===== src/rtl/snake_pkg.sv =====
// Shared types and constants for the snake game PS/2 input stage.
// Build option: define SNAKE_WASD_EN to also map the non-extended A/D/S/W codes.
package snake_pkg;

  typedef enum logic [1:0] {
    DIR_LEFT  = 2'b00,
    DIR_RIGHT = 2'b01,
    DIR_DOWN  = 2'b10,
    DIR_UP    = 2'b11
  } dir_e;

  typedef enum logic [1:0] {
    ST_IDLE   = 2'b00,
    ST_DATA   = 2'b01,
    ST_PARITY = 2'b10,
    ST_STOP   = 2'b11
  } rx_state_e;

  localparam logic [7:0] SC_EXT   = 8'hE0;
  localparam logic [7:0] SC_BRK   = 8'hF0;
  localparam logic [7:0] SC_LEFT  = 8'h6B;
  localparam logic [7:0] SC_RIGHT = 8'h74;
  localparam logic [7:0] SC_DOWN  = 8'h72;
  localparam logic [7:0] SC_UP    = 8'h75;
  localparam logic [7:0] SC_A     = 8'h1C;
  localparam logic [7:0] SC_D     = 8'h23;
  localparam logic [7:0] SC_S     = 8'h1B;
  localparam logic [7:0] SC_W     = 8'h1D;

  typedef struct packed {
    logic hit;
    dir_e dir;
  } key_map_t;

  function automatic logic odd_parity_ok(input logic [7:0] data, input logic par);
    return ^{data, par};
  endfunction

  // Arrow keys arrive behind the E0 prefix; WASD (optional) arrives without it.
  function automatic key_map_t map_key(input logic [7:0] code, input logic ext);
    key_map_t m;
    m.hit = 1'b0;
    m.dir = DIR_LEFT;
    if (ext) begin
      case (code)
        SC_LEFT:  begin m.hit = 1'b1; m.dir = DIR_LEFT;  end
        SC_RIGHT: begin m.hit = 1'b1; m.dir = DIR_RIGHT; end
        SC_DOWN:  begin m.hit = 1'b1; m.dir = DIR_DOWN;  end
        SC_UP:    begin m.hit = 1'b1; m.dir = DIR_UP;    end
        default:  m.hit = 1'b0;
      endcase
    end else begin
`ifdef SNAKE_WASD_EN
      case (code)
        SC_A:    begin m.hit = 1'b1; m.dir = DIR_LEFT;  end
        SC_D:    begin m.hit = 1'b1; m.dir = DIR_RIGHT; end
        SC_S:    begin m.hit = 1'b1; m.dir = DIR_DOWN;  end
        SC_W:    begin m.hit = 1'b1; m.dir = DIR_UP;    end
        default: m.hit = 1'b0;
      endcase
`else
      m.hit = 1'b0;
`endif
    end
    return m;
  endfunction

endpackage


===== src/rtl/ps2_rx.sv =====
// PS/2 frame receiver: input synchronisers, ps2_clk glitch filter, frame FSM
// with odd-parity/stop checking and a mid-frame inactivity timeout.
module ps2_rx
  import snake_pkg::*;
#(
  parameter int FILTER_LEN     = 8,
  parameter int TIMEOUT_CYCLES = 100000
) (
  input  logic       clk,
  input  logic       reset,
  input  logic       ps2_clk,
  input  logic       ps2_dat,
  output logic [7:0] scan_code,
  output logic       scan_valid,
  output logic       frame_err,
  output logic       tmo_err
);

  localparam int TW = $clog2(TIMEOUT_CYCLES + 1);

  logic                  clk_meta_r, clk_sync_r, dat_meta_r, dat_sync_r;
  logic [FILTER_LEN-1:0] filt_sh_r;
  logic [FILTER_LEN-1:0] filt_next_s;
  logic                  filt_r, fall_r;
  rx_state_e             state_r;
  logic [2:0]            bit_cnt_r;
  logic [7:0]            shift_r;
  logic                  par_r;
  logic [TW-1:0]         tmo_r;
  logic [7:0]            scan_code_r;
  logic                  scan_valid_r, frame_err_r, tmo_err_r;

  // Two-flop synchronisers; both lines idle high.
  always_ff @(posedge clk) begin
    if (reset) begin
      clk_meta_r <= 1'b1;
      clk_sync_r <= 1'b1;
      dat_meta_r <= 1'b1;
      dat_sync_r <= 1'b1;
    end else begin
      clk_meta_r <= ps2_clk;
      clk_sync_r <= clk_meta_r;
      dat_meta_r <= ps2_dat;
      dat_sync_r <= dat_meta_r;
    end
  end

  assign filt_next_s = {filt_sh_r[FILTER_LEN-2:0], clk_sync_r};

  // Filtered clock flips only on a full window of agreeing samples.
  always_ff @(posedge clk) begin
    if (reset) begin
      filt_sh_r <= '1;
      filt_r    <= 1'b1;
      fall_r    <= 1'b0;
    end else begin
      filt_sh_r <= filt_next_s;
      fall_r    <= 1'b0;
      if (filt_next_s == '0) begin
        filt_r <= 1'b0;
        fall_r <= filt_r;
      end else if (filt_next_s == '1) begin
        filt_r <= 1'b1;
      end else begin
        filt_r <= filt_r;
      end
    end
  end

  // Frame FSM; the timeout counter restarts on every strobe and runs mid-frame.
  always_ff @(posedge clk) begin
    if (reset) begin
      state_r      <= ST_IDLE;
      bit_cnt_r    <= 3'd0;
      shift_r      <= 8'h00;
      par_r        <= 1'b0;
      tmo_r        <= '0;
      scan_code_r  <= 8'h00;
      scan_valid_r <= 1'b0;
      frame_err_r  <= 1'b0;
      tmo_err_r    <= 1'b0;
    end else begin
      scan_valid_r <= 1'b0;
      frame_err_r  <= 1'b0;
      tmo_err_r    <= 1'b0;
      if (fall_r) begin
        tmo_r <= '0;
        case (state_r)
          ST_IDLE: begin
            if (!dat_sync_r) begin
              state_r   <= ST_DATA;
              bit_cnt_r <= 3'd0;
            end else begin
              state_r <= ST_IDLE;
            end
          end
          ST_DATA: begin
            shift_r   <= {dat_sync_r, shift_r[7:1]};
            bit_cnt_r <= bit_cnt_r + 3'd1;
            if (bit_cnt_r == 3'd7) begin
              state_r <= ST_PARITY;
            end else begin
              state_r <= ST_DATA;
            end
          end
          ST_PARITY: begin
            par_r   <= dat_sync_r;
            state_r <= ST_STOP;
          end
          ST_STOP: begin
            if (dat_sync_r && odd_parity_ok(shift_r, par_r)) begin
              scan_code_r  <= shift_r;
              scan_valid_r <= 1'b1;
            end else begin
              frame_err_r <= 1'b1;
            end
            state_r <= ST_IDLE;
          end
          default: state_r <= ST_IDLE;
        endcase
      end else if (state_r != ST_IDLE) begin
        if (tmo_r == TW'(TIMEOUT_CYCLES - 1)) begin
          state_r     <= ST_IDLE;
          tmo_r       <= '0;
          frame_err_r <= 1'b1;
          tmo_err_r   <= 1'b1;
        end else begin
          tmo_r <= tmo_r + TW'(1);
        end
      end else begin
        tmo_r <= '0;
      end
    end
  end

  assign scan_code  = scan_code_r;
  assign scan_valid = scan_valid_r;
  assign frame_err  = frame_err_r;
  assign tmo_err    = tmo_err_r;

endmodule


===== src/rtl/ps2_arrow_decoder.sv =====
// PS/2 arrow-key decoder: tracks E0/F0 prefixes and holds one bit per direction.
// Build option: SNAKE_WASD_EN adds the A/D/S/W keys to the direction map.
module ps2_arrow_decoder
  import snake_pkg::*;
#(
  parameter int FILTER_LEN     = 8,
  parameter int TIMEOUT_CYCLES = 100000
) (
  input  logic       clk,
  input  logic       reset,
  input  logic       ps2_clk,
  input  logic       ps2_dat,
  output logic       mv_left,
  output logic       mv_right,
  output logic       mv_down,
  output logic       mv_up,
  output logic       key_press,
  output logic [7:0] scan_code,
  output logic       scan_valid,
  output logic       frame_err
);

  logic [7:0] rx_code_s;
  logic       rx_valid_s, rx_err_s, rx_tmo_s;
  logic       ext_r, brk_r, key_press_r;
  logic [3:0] held_r;
  key_map_t   km_s;

  ps2_rx #(
    .FILTER_LEN    (FILTER_LEN),
    .TIMEOUT_CYCLES(TIMEOUT_CYCLES)
  ) u_rx (
    .clk       (clk),
    .reset     (reset),
    .ps2_clk   (ps2_clk),
    .ps2_dat   (ps2_dat),
    .scan_code (rx_code_s),
    .scan_valid(rx_valid_s),
    .frame_err (rx_err_s),
    .tmo_err   (rx_tmo_s)
  );

  assign km_s = map_key(rx_code_s, ext_r);

  // Prefix tracking and held-key update, one cycle after each received byte.
  always_ff @(posedge clk) begin
    if (reset) begin
      ext_r       <= 1'b0;
      brk_r       <= 1'b0;
      key_press_r <= 1'b0;
      held_r      <= 4'b0000;
    end else begin
      key_press_r <= 1'b0;
      if (rx_valid_s) begin
        case (rx_code_s)
          SC_EXT: ext_r <= 1'b1;
          SC_BRK: brk_r <= 1'b1;
          default: begin
            ext_r       <= 1'b0;
            brk_r       <= 1'b0;
            key_press_r <= ~brk_r;
            if (km_s.hit) begin
              held_r[km_s.dir] <= ~brk_r;
            end else begin
              held_r <= held_r;
            end
          end
        endcase
      end else if (rx_tmo_s) begin
        ext_r <= 1'b0;
        brk_r <= 1'b0;
      end else begin
        ext_r <= ext_r;
        brk_r <= brk_r;
      end
    end
  end

  assign mv_left    = held_r[DIR_LEFT];
  assign mv_right   = held_r[DIR_RIGHT];
  assign mv_down    = held_r[DIR_DOWN];
  assign mv_up      = held_r[DIR_UP];
  assign key_press  = key_press_r;
  assign scan_code  = rx_code_s;
  assign scan_valid = rx_valid_s;
  assign frame_err  = rx_err_s;

endmodule


===== config.mk =====
export PLATFORM = sky130hd
export DESIGN_NAME = ps2_arrow_decoder
export DESIGN_NICKNAME = d
export VERILOG_FILES = /design/src/rtl/snake_pkg.sv /design/src/rtl/ps2_rx.sv /design/src/rtl/ps2_arrow_decoder.sv
export SDC_FILE = /design/constraint.sdc
export NUM_CORES = 1
export LEC_CHECK = 0
export CELL_PAD_IN_SITES_DETAIL_PLACEMENT = 0
export CELL_PAD_IN_SITES_GLOBAL_PLACEMENT = 1
export CORE_AREA = 5 5 104 67
export CTS_BUF_LIST = sky130_fd_sc_hd__clkbuf_8
export CTS_CLUSTER_DIAMETER = 40
export DETAILED_ROUTE_END_ITERATION = 6
export DIE_AREA = 0 0 109 72
export DONT_BUFFER_PORTS = 1
export PLACE_DENSITY_LB_ADDON = 0.08
export SYNTH_ARGS = -nofsm -noshare
export SYNTH_HDL_FRONTEND = slang
export SYNTH_SLANG_ARGS = --single-unit

===== constraint.sdc =====
create_clock -name clk -period 1.75 [get_ports clk]
set_input_delay 0.175 -clock clk [delete_from_list [all_inputs] [get_ports clk]]
set_output_delay 0.175 -clock clk [all_outputs]
set_load 0.02 [all_outputs]

* Word-level counts from Yosys, hierarchy flattened *
Index checks and enable logic that the tools add are counted.

operators by class
  equal/unequal tests = 15
  reduce and logical (&&, ||, !) cells = 26
  bitwise gates (word level) = 7
  mux-type cells = 28
  $add $sub $neg = 2
  $lt $le $gt $ge = 2

operators with widths
  operator                 number
  $eq A8 B7 Y1 const B     4
  $eq A8 B8 Y1 const B     3
  $add A17 B1 Y17 const B  1
  $eq A17 B17 Y1 const B   1
  $mux W1                  15
  $reduce_bool A2 Y1       6
  $reduce_or A4 Y1         3
  $mux W2                  5
  $reduce_and A2 Y1        5
  $reduce_and A3 Y1        3
  $reduce_xor A9 Y1        1
  $logic_not A8 Y1         1
  $pmux W2 S4              1
  $not A1 Y1               7
  $ne A2 B2 Y1 const B     3
  $pmux W2 S3              1
  $pmux W3 S2              1
  $reduce_or A2 Y1         3
  $bwmux W4                1
  $eq A2 B2 Y1 const B     2
  $pmux W1 S2              2
  $add A3 B1 Y3 const B    1
  $eq A3 B3 Y1 const B     1
  $lt A2 B3 Y1 const B     1
  7 further kinds          8

storage, ports and cells
  input bits = 4
  word-level logic and storage cells = 100
  output and inout port bits = 15
  register bits after elaboration = 62

* Depth between registers and ports, before layout *
Gate-level depths: netlist (run 1).

  depth after elaboration = 8
  mapped depth = 7

* By module *
A second synthesis (run 1) with hierarchy kept.

second synthesis, totals
  cells, all modules = 291
  area, all modules = 2687.6 sq um

by module, submodules not included
  module             times used  seq. area each (sq um)  area an instance (sq um)  cells an instance
  ps2_rx             1           1101.1                  2313.5                    251
  ps2_arrow_decoder  1           140.1                   374.1                     40

* Worst setup path after synthesis (run 1) *
Ideal clock, no wire load.

  path type = reg-to-reg
  start = register u_rx.scan_code_r[1] (netlist: u_rx.scan_code[1])
  end = register held_r[2]
  buffers on the path = 0
  library setup time = 0.086 ns
  arrival = 1.701 ns
  stages on the path, launching flop included = 6
  required time = 1.664 ns
  path slack = -0.037 ns
  cell sequence = dfxtp_1 or3b_1 a211o_1 nor4b_1 nor2_1 a211oi_1

on the way
  word-level cells in the longest chain between the ends = 8

RTL lines
  what                                                                       line                     text
  start, declared                                                            ps2_rx.sv:30             logic [7:0] scan_code_r;
  start signal, assigned                                                     ps2_rx.sv:112            scan_code_r <= shift_r;
  $eq A8 B7 Y1                                                               snake_pkg.sv:45          case (code)
  $pmux W2 S3                                                                snake_pkg.sv:45
  $mux W2                                                                    snake_pkg.sv:44          if (ext) begin
  $lt A2 B3 Y1 (not written as such) / $ge A2 B1 Y1 (equally long branches)  ps2_arrow_decoder.sv:63  held_r[km_s.dir] <= ~brk_r;
  $logic_and A1 B1 Y1 (not written as such)                                  ps2_arrow_decoder.sv:63
  $mux W1 (not written as such)                                              ps2_arrow_decoder.sv:63
  $demux W1 S2                                                               ps2_arrow_decoder.sv:63
  $bwmux W4                                                                  ps2_arrow_decoder.sv:63
  end signal, assigned by index                                              ps2_arrow_decoder.sv:63
  end signal, assigned                                                       ps2_arrow_decoder.sv:65  held_r <= held_r;
  end, declared                                                              ps2_arrow_decoder.sv:26  logic [3:0] held_r;

Parallel ways exist; a longest one is shown, timed or not.
A chain may end at the register's enable or synchronous reset.

* Worst setup path in the final report (run 1) *
  start = register u_rx.tmo_r[5]
  end = register u_rx.tmo_r[2]

on the way
  word-level cells in the longest chain between the ends = 2

RTL lines
  what                               line           text
  start, declared                    ps2_rx.sv:29   logic [TW-1:0] tmo_r;
  start signal, assigned             ps2_rx.sv:128  tmo_r <= tmo_r + TW'(1);
  $eq A17 B17 Y1                     ps2_rx.sv:122  if (tmo_r == TW'(TIMEOUT_CYCLES - 1)) begin
  $reduce_or A4 Y1 (no source line)  --

Every way passes these cells.

==> out/qor.yml, run 1 <==
die_area_mm2: 0.007848
grt_antenna_before_repair: 0
outcome: "finished, violations left"
relSlewSlack: 0.6224
pre_cts_slack_ns: -0.08258
dp.cells: 384
grt_pass1_vias: 1692
whs_ns: 0.04910
rsz0062_at_grt: "true"
htree_levels: 3
power_frac_seq: 0.535
fin_setup_tns_ns: -1.542
clock_power_share: 0.453
drtIter0Drc: 80
synth_flop_cell: "dfxtp_1"
fin_area_mm2: 0.003278
drive_gt1_frac: 0.2750
cp-end-kind: "register"
synth_area_per_cell_um2: 9.253
grt_overflow: 0
crit_arrival_ns: 2.08
skew_ns: 0.009252
ys_types: 42
drv_cap: 0
gp_congestion: 0.7463
fin_util: 0.5539
viasPerCell: 4.876
met2_usage: 0.1633
drcViolationCount: 0
cp_max_fo: 5
die_w_um: 109
yosys-top-cells-area: "dfxtp_1 49%, nor2_1 6.8%, mux2i_1 4.7%"
yosysMostFrequentCell: "dfxtp_1"
pwr_density_cell_mw_per_mm2: 809.0
synth_nets: 283
syn-cell-area_mm2: 0.002554
critPathKind: "register to register"
synthCells: 276
pwr-share-comb: 0.011
dieHeight_um: 72
io_pins: 19
period_share: 1.059
diodes: 0
worst_pin_slew_ns: 0.5631
fillCellCount: 551
failed_checks: "setup timing"
wirelength_um: 5428
setup_ws_ns: -0.1024
fmax_mhz: 539.8
core_area_mm2: 0.005918
cts_made_buffers: 9
row_count: 22
finalHoldViolCount: 0
first_pass_iters: 4
switching_share: 0.2052
grt.total_usage: 0.1400
synth_seq_cells: 62
synth_edf_count: 0
start_kind: "register"
area_delta_synth_final_pct: 28.37
p_total_mw: 2.652
clock_sinks: 62
cp.required_ns: 1.98
setup_violations: 17
fin_cells: 404
synth_top_area_cell: "dfxtp_1"
layout.nets: 323
grtUsageMet1: 0.2241
drtAntennaViolNets: 0
cts_tree: "done"
wire_per_inst_um: 13.44
clk_latency_ns: 0.33
intPower_mw: 2.108
start_util: 0.4315
regArea_mm2: 0.001247
cts-root-buf: "clkbuf_8"
cts.path.max_buffers: 2
synthTopCellsByCount: "62 x dfxtp_1, 46 x nor2_1, 24 x nand2_1"
multi_input_area_mm2: 0.001358
detailroute.via_count: 1970
gr-usage-met3: 0.05244
io_buffers: 0
synthArstFlopShare: 0
drv_slew: 0
yosys_warnings: 0
grt_pass1_wl_um: 8514
yosysSeqAreaShare: 0.4860
place_area_mm2: 0.002898
switching_power_mw: 0.5442
path_clk_slew_ns: 0.07
min_period_ns: 1.852
ir_drop_uv: 565.5
synth_top_area_frac: 0.4860
grt-busiest-layer: "met1"
hp-class: "input pin to register"
p_leak_nw: 1.272
hpwl_um: 3610
grt_max_degree: 41
==> cell usage in the layout (no fill, tap or decap), types with 10 or more instances in the layout <==
master / n
dfxtp_1: 57
nor2_1: 37
buf_4: 30
nand2_1: 23
a21oi_1: 12
xnor2_1: 12
mux2i_1: 12
or2_2: 11
nand3_1: 10
clkbuf_8: 10
==> critical path: stages, from the launching register on <==
cell and delay [ns]:
dfxtp_2 0.32, or4b_4 0.57, nor4_4 0.16, nand4_1 0.21, buf_4 0.20, nand2_4 0.09, clkbuf_16 0.16, nor2_1 0.04
==> worst paths after layout <==
path | slack, ns | to | depth (start not counted) | start
hold / removal | 0.05 | brk_r$_SDFFE_PP0P_ | 2 | reset
setup / recovery | -0.10 | u_rx.tmo_r[2]$_SDFF_PP0_ | 7 | u_rx.tmo_r[5]$_SDFF_PP0_
setup reg to reg | -0.10 | u_rx.tmo_r[2]$_SDFF_PP0_ | 7 | u_rx.tmo_r[5]$_SDFF_PP0_
hold reg to reg | 0.41 | u_rx.dat_sync_r$_SDFF_PP1_ | 1 | u_rx.dat_meta_r$_SDFF_PP1_
==> state kept, by name (all words and copies together) (netlist names) <==
register	cells
u_rx.frame_err	1
ext_r	1
u_rx.scan_code	8
u_rx.filt_r	1
u_rx.tmo_err	1
held_r	4
u_rx.dat_meta_r	1
u_rx.bit_cnt_r	3
u_rx.clk_meta_r	1
key_press	1
u_rx.dat_sync_r	1
u_rx.clk_sync_r	1
u_rx.filt_sh_r	7
u_rx.fall_r	1
u_rx.state_r	2
u_rx.tmo_r	17
u_rx.par_r	1
u_rx.shift_r	8
u_rx.scan_valid	1
brk_r	1
==> power by group through the flow <==
| stage | registers (mW) | logic [mW] | clock network (mW) |
|---|---|---|---|
| 3_3_place_gp | 1.45 | 0.00860 | 0 |
| 2_1_floorplan | 1.45 | 0.0198 | 0 |
| 5_1_grt | 1.42 | 0.0326 | 1.30 |
| 3_5_place_dp | 1.45 | 0.00869 | 0 |
| 4_1_cts | 1.42 | 0.0299 | 1.24 |
| 6_report | 1.42 | 0.0296 | 1.20 |
==> metal layers <==
metal  up-vias  wire length (um)
met2        52              1983
met5         -                 0
met1       879              2986
met4         0                78
met3        10               379
li1       1029                 -
==> repair_timing <==
item	4_1_cts	5_1_grt
endpoints found under the hold margin	40	0
gates resized for setup	1	32
endpoints found under the setup margin	9	31
pin swaps	3	15
buffers inserted	0	1
hold buffers	3	0
cloned	0	1
==> area by class of cell <==
cell class | instances | area share
Timing Repair Buffer | 38 | 0.1076
Inverter | 7 | 0.008015
Multi-Input combinational cell | 198 | 0.4141
Tap cell | 84 | 0.03206
Clock buffer | 10 | 0.04198
Clock inverter | 5 | 0.01565
Sequential cell | 62 | 0.3805
==> kinds of logic (layout without fill, tap and decap cells) <==
logic type | Yosys count | count (layout) | share of synthesized area
buffers and inverters | 16 | 60 | 0.02499
AO/OA/AOI/OAI | 29 | 29 | 0.07497
adder cells (fa/ha/maj) | 3 | 3 | 0.01470
AND/OR/NAND/NOR | 132 | 132 | 0.2602
XOR/XNOR | 21 | 21 | 0.08329
flip-flops | 62 | 62 | 0.4860
multiplexers | 13 | 13 | 0.05586
Power figures use the tool's default switching activity.
==> run 2, diff against run 1 <==
CORE_AREA = 5 5 105 68   (was 5 5 104 67)
DIE_AREA = 0 0 110 73   (was 0 0 109 72)
SYNTH_HIERARCHICAL = 1   (was not set)
==> out/qor.yml, run 2 <==
r2r_setup_slack_ns: 0.03
grt_max_degree: 33
clock_sinks: 62
synthTopCellsByCount: "62 x dfxtp_1, 28 x nor2_1, 24 x nand2_1"
power_frac_seq: 0.547
gp_congestion: 0.7314
final_common_cell: "dfxtp_1"
drv_slew: 0
hold_start: "reset"
switching_share: 0.2069
ys_types: 43
grt_overflow: 0
p_leak_nw: 1.083
setup_violations: 0
hpwl_um: 3813
top_register: "u_rx/tmo_r"
hold-path-endpoint: "u_rx/scan_code[5]$_SDFFE_PP0P_"
synth_edf_count: 0
yosys_warnings: 6
largest_register_ffs: 17
htree_levels: 3
critPathKind: "register to register"
fmax_mhz: 582.7
yosysMostFrequentCell: "dfxtp_1"
grt_pass1_wl_um: 9694
start_util: 0.4304
cts-root-buf: "clkbuf_8"
wirelength_um: 5825
outcome: "completed"
cts_tree: "done"
grt.total_usage: 0.1588
relSlewSlack: 0.6294
grt_antenna_before_repair: 0
wire_per_inst_um: 14.31
crit_arrival_ns: 1.93
start_kind: "register"
skew_ns: 0.005454
cts.path.max_buffers: 2
r2r_cells: 4
die_area_mm2: 0.008030
period_share: 0.9806
syn-cell-area_mm2: 0.002688
synth_area_per_cell_um2: 9.236
cp.required_ns: 1.97
cp-end-kind: "register"
worst_pin_slew_ns: 0.5517
intPower_mw: 2.058
rsz0062_at_grt: "true"
pwr-share-comb: 0.015
die_w_um: 110
rr_startpoint: "u_rx/tmo_r[11]$_SDFF_PP0_"
cp_max_fo: 4
row_count: 23
layout.nets: 322
yosysSeqAreaShare: 0.4618
core_area_mm2: 0.006245
synthCells: 291
synth_flop_cell: "dfxtp_1"
yosys-top-cells-area: "dfxtp_1 46%, nand2b_1 4.9%, mux2i_1 4.8%"
io_buffers: 0
drive_gt1_frac: 0.1969
diodes: 0
dieHeight_um: 73
grt_pass1_vias: 1983
hold_path_depth: 2
synth_top_area_frac: 0.4618
clock_power_share: 0.438
drtAntennaViolNets: 0
final_cell_mix: "58 x dfxtp_1, 28 x nor2_1, 24 x nand2_1, 21 x nand2b_1, 21 x buf_4"
synth_top_area_cell: "dfxtp_1"
viasPerCell: 4.993
pre_cts_slack_ns: 0.03132
first_pass_iters: 4
pwr_density_cell_mw_per_mm2: 823.0
synth_seq_cells: 62
r2r_end: "u_rx/state_r[1]$_SDFFE_PP0P_"
detailroute.via_count: 2032
path_clk_slew_ns: 0.07
finalHoldViolCount: 0
cts_made_buffers: 9
ir_drop_uv: 462.6
area_delta_synth_final_pct: 17.32
clk_latency_ns: 0.33
drcViolationCount: 0
drtIter0Drc: 137
synthArstFlopShare: 0
min_period_ns: 1.716
p_total_mw: 2.595
io_pins: 19
setup_ws_ns: 0.03394
switching_power_mw: 0.5368
hp-class: "input pin to register"
synth_nets: 298
drv_cap: 0
## run 2: cell count changes after synthesis, moves of 5 or more
cell,before,now
and3_1,6,0
inv_1,7,12
nand2b_1,2,21
nor2_1,46,28
## run 2: logic make-up (layout without fill, tap and decap cells)
logic type	Yosys count	in the layout	share of synthesized area
xor gates and xnor gates	18	18	0.06890
AOI/OAI and AO/OA	31	31	0.07170
DFF	62	62	0.4618
muxes	14	14	0.05400
adders and majority gates	3	3	0.01397
and+or+nand+nor	139	139	0.2900
buffers and inverters	24	53	0.03957
## run 2: worst max-delay path by stage
stage | slack (ns) | cells past startpoint | from | end
after floorplan | 0.005 | 6 | u_rx/tmo_r[12]$_SDFF_PP0_ | u_rx/tmo_r[16]$_SDFF_PP0_
after global placement | 0.02 | 7 | u_rx/tmo_r[0]$_SDFF_PP0_ | u_rx/tmo_r[16]$_SDFF_PP0_
after detailed placement | 0.03 | 3 | u_rx/tmo_r[11]$_SDFF_PP0_ | u_rx/tmo_err$_SDFF_PP0_
after CTS | 0.04 | 4 | u_rx/tmo_r[11]$_SDFF_PP0_ | u_rx/tmo_r[16]$_SDFF_PP0_
after global routing | -0.03 | 4 | u_rx/tmo_r[11]$_SDFF_PP0_ | u_rx/state_r[1]$_SDFFE_PP0P_
final | 0.03 | 4 | u_rx/tmo_r[11]$_SDFF_PP0_ | u_rx/state_r[1]$_SDFFE_PP0P_
## run 2: what timing repair did
item,CTS,global route
gates resized for setup,1,6
hold endpoints to repair,32,1
endpoints found under the setup margin,1,18
buffers inserted,0,1
hold buffers,3,1
## run 2: power groups by stage
stage               logic (mW)  clock network [mW]  registers, mW
finish                  0.0380                1.14           1.42
global route            0.0422                1.25           1.42
CTS                     0.0366                1.19           1.42
detailed placement      0.0165                   0           1.45
global placement        0.0165                   0           1.45
floorplan               0.0265                   0           1.45
## run 2: stage by stage
step / std cells / util / setup TNS (ns) / cell area, um^2 / hold slack (ns)
2_1_floorplan: 291 / - / 0 / 2688 / 0.2441
3_3_place_gp: 386 / 0.4620 / 0 / 2885 / 0.2479
3_5_place_dp: 386 / 0.4620 / 0 / 2885 / 0.2495
4_1_cts: 405 / 0.4993 / 0 / 3118 / 0.001693
5_1_grt: 407 / 0.5049 / -0.03311 / 3153 / 0.003802
6_report: 407 / 0.5049 / 0 / 3153 / 0.02336
## run 2: area by class of cell
class	instances	area (um^2)
clock inverter	4	21.27
tap	87	108.9
sequential	62	1246
fill	617	3092
multi-input combinational	205	1359
inverter	12	45.04
timing repair buffer	25	207.7
clock buffer	12	165.2
## run 2: worst max-delay path, cell delays in order (launching register included)
cell and delay, ns:
dfxtp_2 0.33, or4b_1 0.50, or4_4 0.49, o211ai_1 0.20, a21oi_1 0.08
## run 2: per-layer routing
layer,vias to the layer above,GRT usage,share of wire
met1,921,0.2488,0.56
li1,1054,-,-
met4,0,0.05256,0.0053
met2,53,0.1915,0.37
met5,-,0,0
met3,4,0.05924,0.063
==> run 3, diff against run 2 <==
ABC_AREA = 1   (was not set)
CORE_AREA = 5 5 118 75   (was 5 5 105 68)
DIE_AREA = 0 0 123 80   (was 0 0 110 73)
==> out/qor.yml, run 3 <==
io_pins: 19
synth_nets: 426
finalHoldViolCount: 0
ir_drop_uv: 577.0
top_register: "u_rx/tmo_r"
synth_edf_count: 0
drv_cap: 0
drtAntennaViolNets: 0
drv_slew: 0
p_leak_nw: 1.428
whs_ns: 0.04251
clock_sinks: 62
yosysMostFrequentCell: "nand2_1"
wirelength_um: 6660
dieHeight_um: 80
rsz0062_at_grt: "false"
hpwl_um: 4872
hold_start: "reset"
path_buf_inv: 0
setup_ws_ns: 0.2392
worst_pin_slew_ns: 0.4357
worst_path_max_delay_cell: "dfxtp_1"
htree_levels: 3
min_period_ns: 1.511
clock_power_share: 0.489
power_frac_seq: 0.498
fin_setup_tns_ns: 0
rr_startpoint: "u_rx/tmo_r[0]$_SDFF_PP0_"
synth_seq_cells: 62
wire_per_inst_um: 11.98
layout.nets: 450
pre_cts_slack_ns: 0.2511
cts_tree: "done"
grt_max_degree: 24
viasPerCell: 4.570
fmax_mhz: 661.9
largest_register_ffs: 17
outcome: "completed"
cts.path.max_buffers: 2
intPower_mw: 2.237
cp_max_fo: 4
fillCellCount: 779
row_count: 25
hp-class: "input pin to register"
synthTopCellsByCount: "86 x nand2_1, 64 x inv_1, 62 x dfxtp_1"
die_w_um: 123
synth_flop_cell: "dfxtp_1"
period_share: 0.8633
crit_arrival_ns: 1.80
setup_violations: 0
area_delta_synth_final_pct: 16.50
synth_area_per_cell_um2: 7.059
grt_overflow: 0
diodes: 0
start_kind: "register"
yosysSeqAreaShare: 0.4196
core_area_mm2: 0.007664
cts-root-buf: "clkbuf_8"
io_buffers: 0
switching_power_mw: 0.6163
synthCells: 419
drcViolationCount: 0
cp-end-kind: "register"
pwr_density_cell_mw_per_mm2: 828.0
cts_setup_buffers: 0
skew_ns: 0.007857
startpoint: "u_rx/tmo_r[0]$_SDFF_PP0_"
first_pass_iters: 5
grt_pass1_vias: 2322
clk_latency_ns: 0.35
cts_made_buffers: 9
path_clk_slew_ns: 0.08
relSlewSlack: 0.7086
critPathKind: "register to register"
switching_share: 0.2160
gp_congestion: 0.7907
detailroute.via_count: 2541
pwr-share-comb: 0.013
synthArstFlopShare: 0
synth_top_area_cell: "dfxtp_1"
drive_gt1_frac: 0.1496
start_util: 0.3860
yosys-top-cells-area: "dfxtp_1 42%, nand2_1 11%, inv_1 8.1%"
yosys_warnings: 6
cp_cell_sequence: "ha_1 -> nand3_2 -> nor2_2 -> nand3_2 -> nor2_2 -> nand2_1 -> or2_0 -> a21oi_1"
final_common_cell: "nand2_1"
grt_antenna_before_repair: 0
worst_path_largest_cell_delay_ns: 0.35
synth_top_area_frac: 0.4196
drtIter0Drc: 145
syn-cell-area_mm2: 0.002958
ys_types: 32
die_area_mm2: 0.009840
grt_pass1_wl_um: 11270
final_cell_mix: "86 x nand2_1, 64 x inv_1, 62 x dfxtp_1, 53 x nor2_1, 24 x a21oi_1"
grt.total_usage: 0.1496
critPathTopFamily: "simple AND/OR/NAND/NOR gates"
cp.required_ns: 2.04
run 3: worst paths after layout:
kind	endpoint	slack, ns	cells past startpoint
max	u_rx/tmo_r[10]$_SDFF_PP0_	0.24	8
min	held_r[3]$_SDFFE_PP0P_	0.04	3
max reg2reg	u_rx/tmo_r[10]$_SDFF_PP0_	0.24	8
min reg2reg	u_rx/clk_sync_r$_SDFF_PP1_	0.42	1
run 3: routing by layer:
metal | global-route usage | share of wire | vias to the layer above
met2 | 0.1853 | 0.35 | 37
met4 | 0.05635 | 0.018 | 0
met5 | 0 | 0 | -
li1 | - | - | 1372
met1 | 0.2266 | 0.59 | 1120
met3 | 0.05524 | 0.045 | 12
run 3: per-stage QoR:
stage | total power [mW] | area [um^2] | util | cells
after floorplan | 1.474 | 2958 | - | 419
after global placement | 1.482 | 3194 | 0.4168 | 537
after detailed placement | 1.483 | 3194 | 0.4168 | 537
after CTS | 2.899 | 3446 | 0.4496 | 556
after global routing | 2.981 | 3446 | 0.4496 | 556
final | 2.853 | 3446 | 0.4496 | 556
run 3: repair_timing:
action	4_1_cts	5_1_grt
hold buffers	3	0
gates resized for setup	0	0
endpoints found under the hold margin	15	0
run 3: cells by family (layout without fill, tap and decap cells):
| logic type | count (synthesis) | in the layout | share of synthesized area |
|---|---|---|---|
| simple gates | 216 | 216 | 0.3410 |
| flops | 62 | 62 | 0.4196 |
| fa+ha+maj | 3 | 3 | 0.01269 |
| compound gates | 45 | 45 | 0.08122 |
| buf+inv | 79 | 108 | 0.1041 |
| xor+xnor | 14 | 14 | 0.04146 |
run 3: tightest hold or removal path, cell delays in order:
cell and delay, ns:
inv_1 0.07, nand2_1 0.08, nor2_1 0.03
run 3: layout make-up:
| type | count | area, um^2 | area share |
|---|---|---|---|
| Clock buffer | 9 | 123.9 | 0.03595 |
| Clock inverter | 7 | 97.59 | 0.02832 |
| Inverter | 69 | 259.0 | 0.07516 |
| Multi-Input combinational cell | 278 | 1409 | 0.4089 |
| Sequential cell | 62 | 1241 | 0.3602 |
| Tap cell | 108 | 135.1 | 0.03922 |
| Timing Repair Buffer | 23 | 180.2 | 0.05229 |
run 3: power by group through the flow:
stage,combinational [mW],clock [mW],sequential [mW]
after floorplan,0.0233,0,1.45
after global placement,0.0289,0,1.45
after detailed placement,0.0292,0,1.45
after CTS,0.0383,1.44,1.42
after global routing,0.0430,1.52,1.42
final,0.0380,1.39,1.42
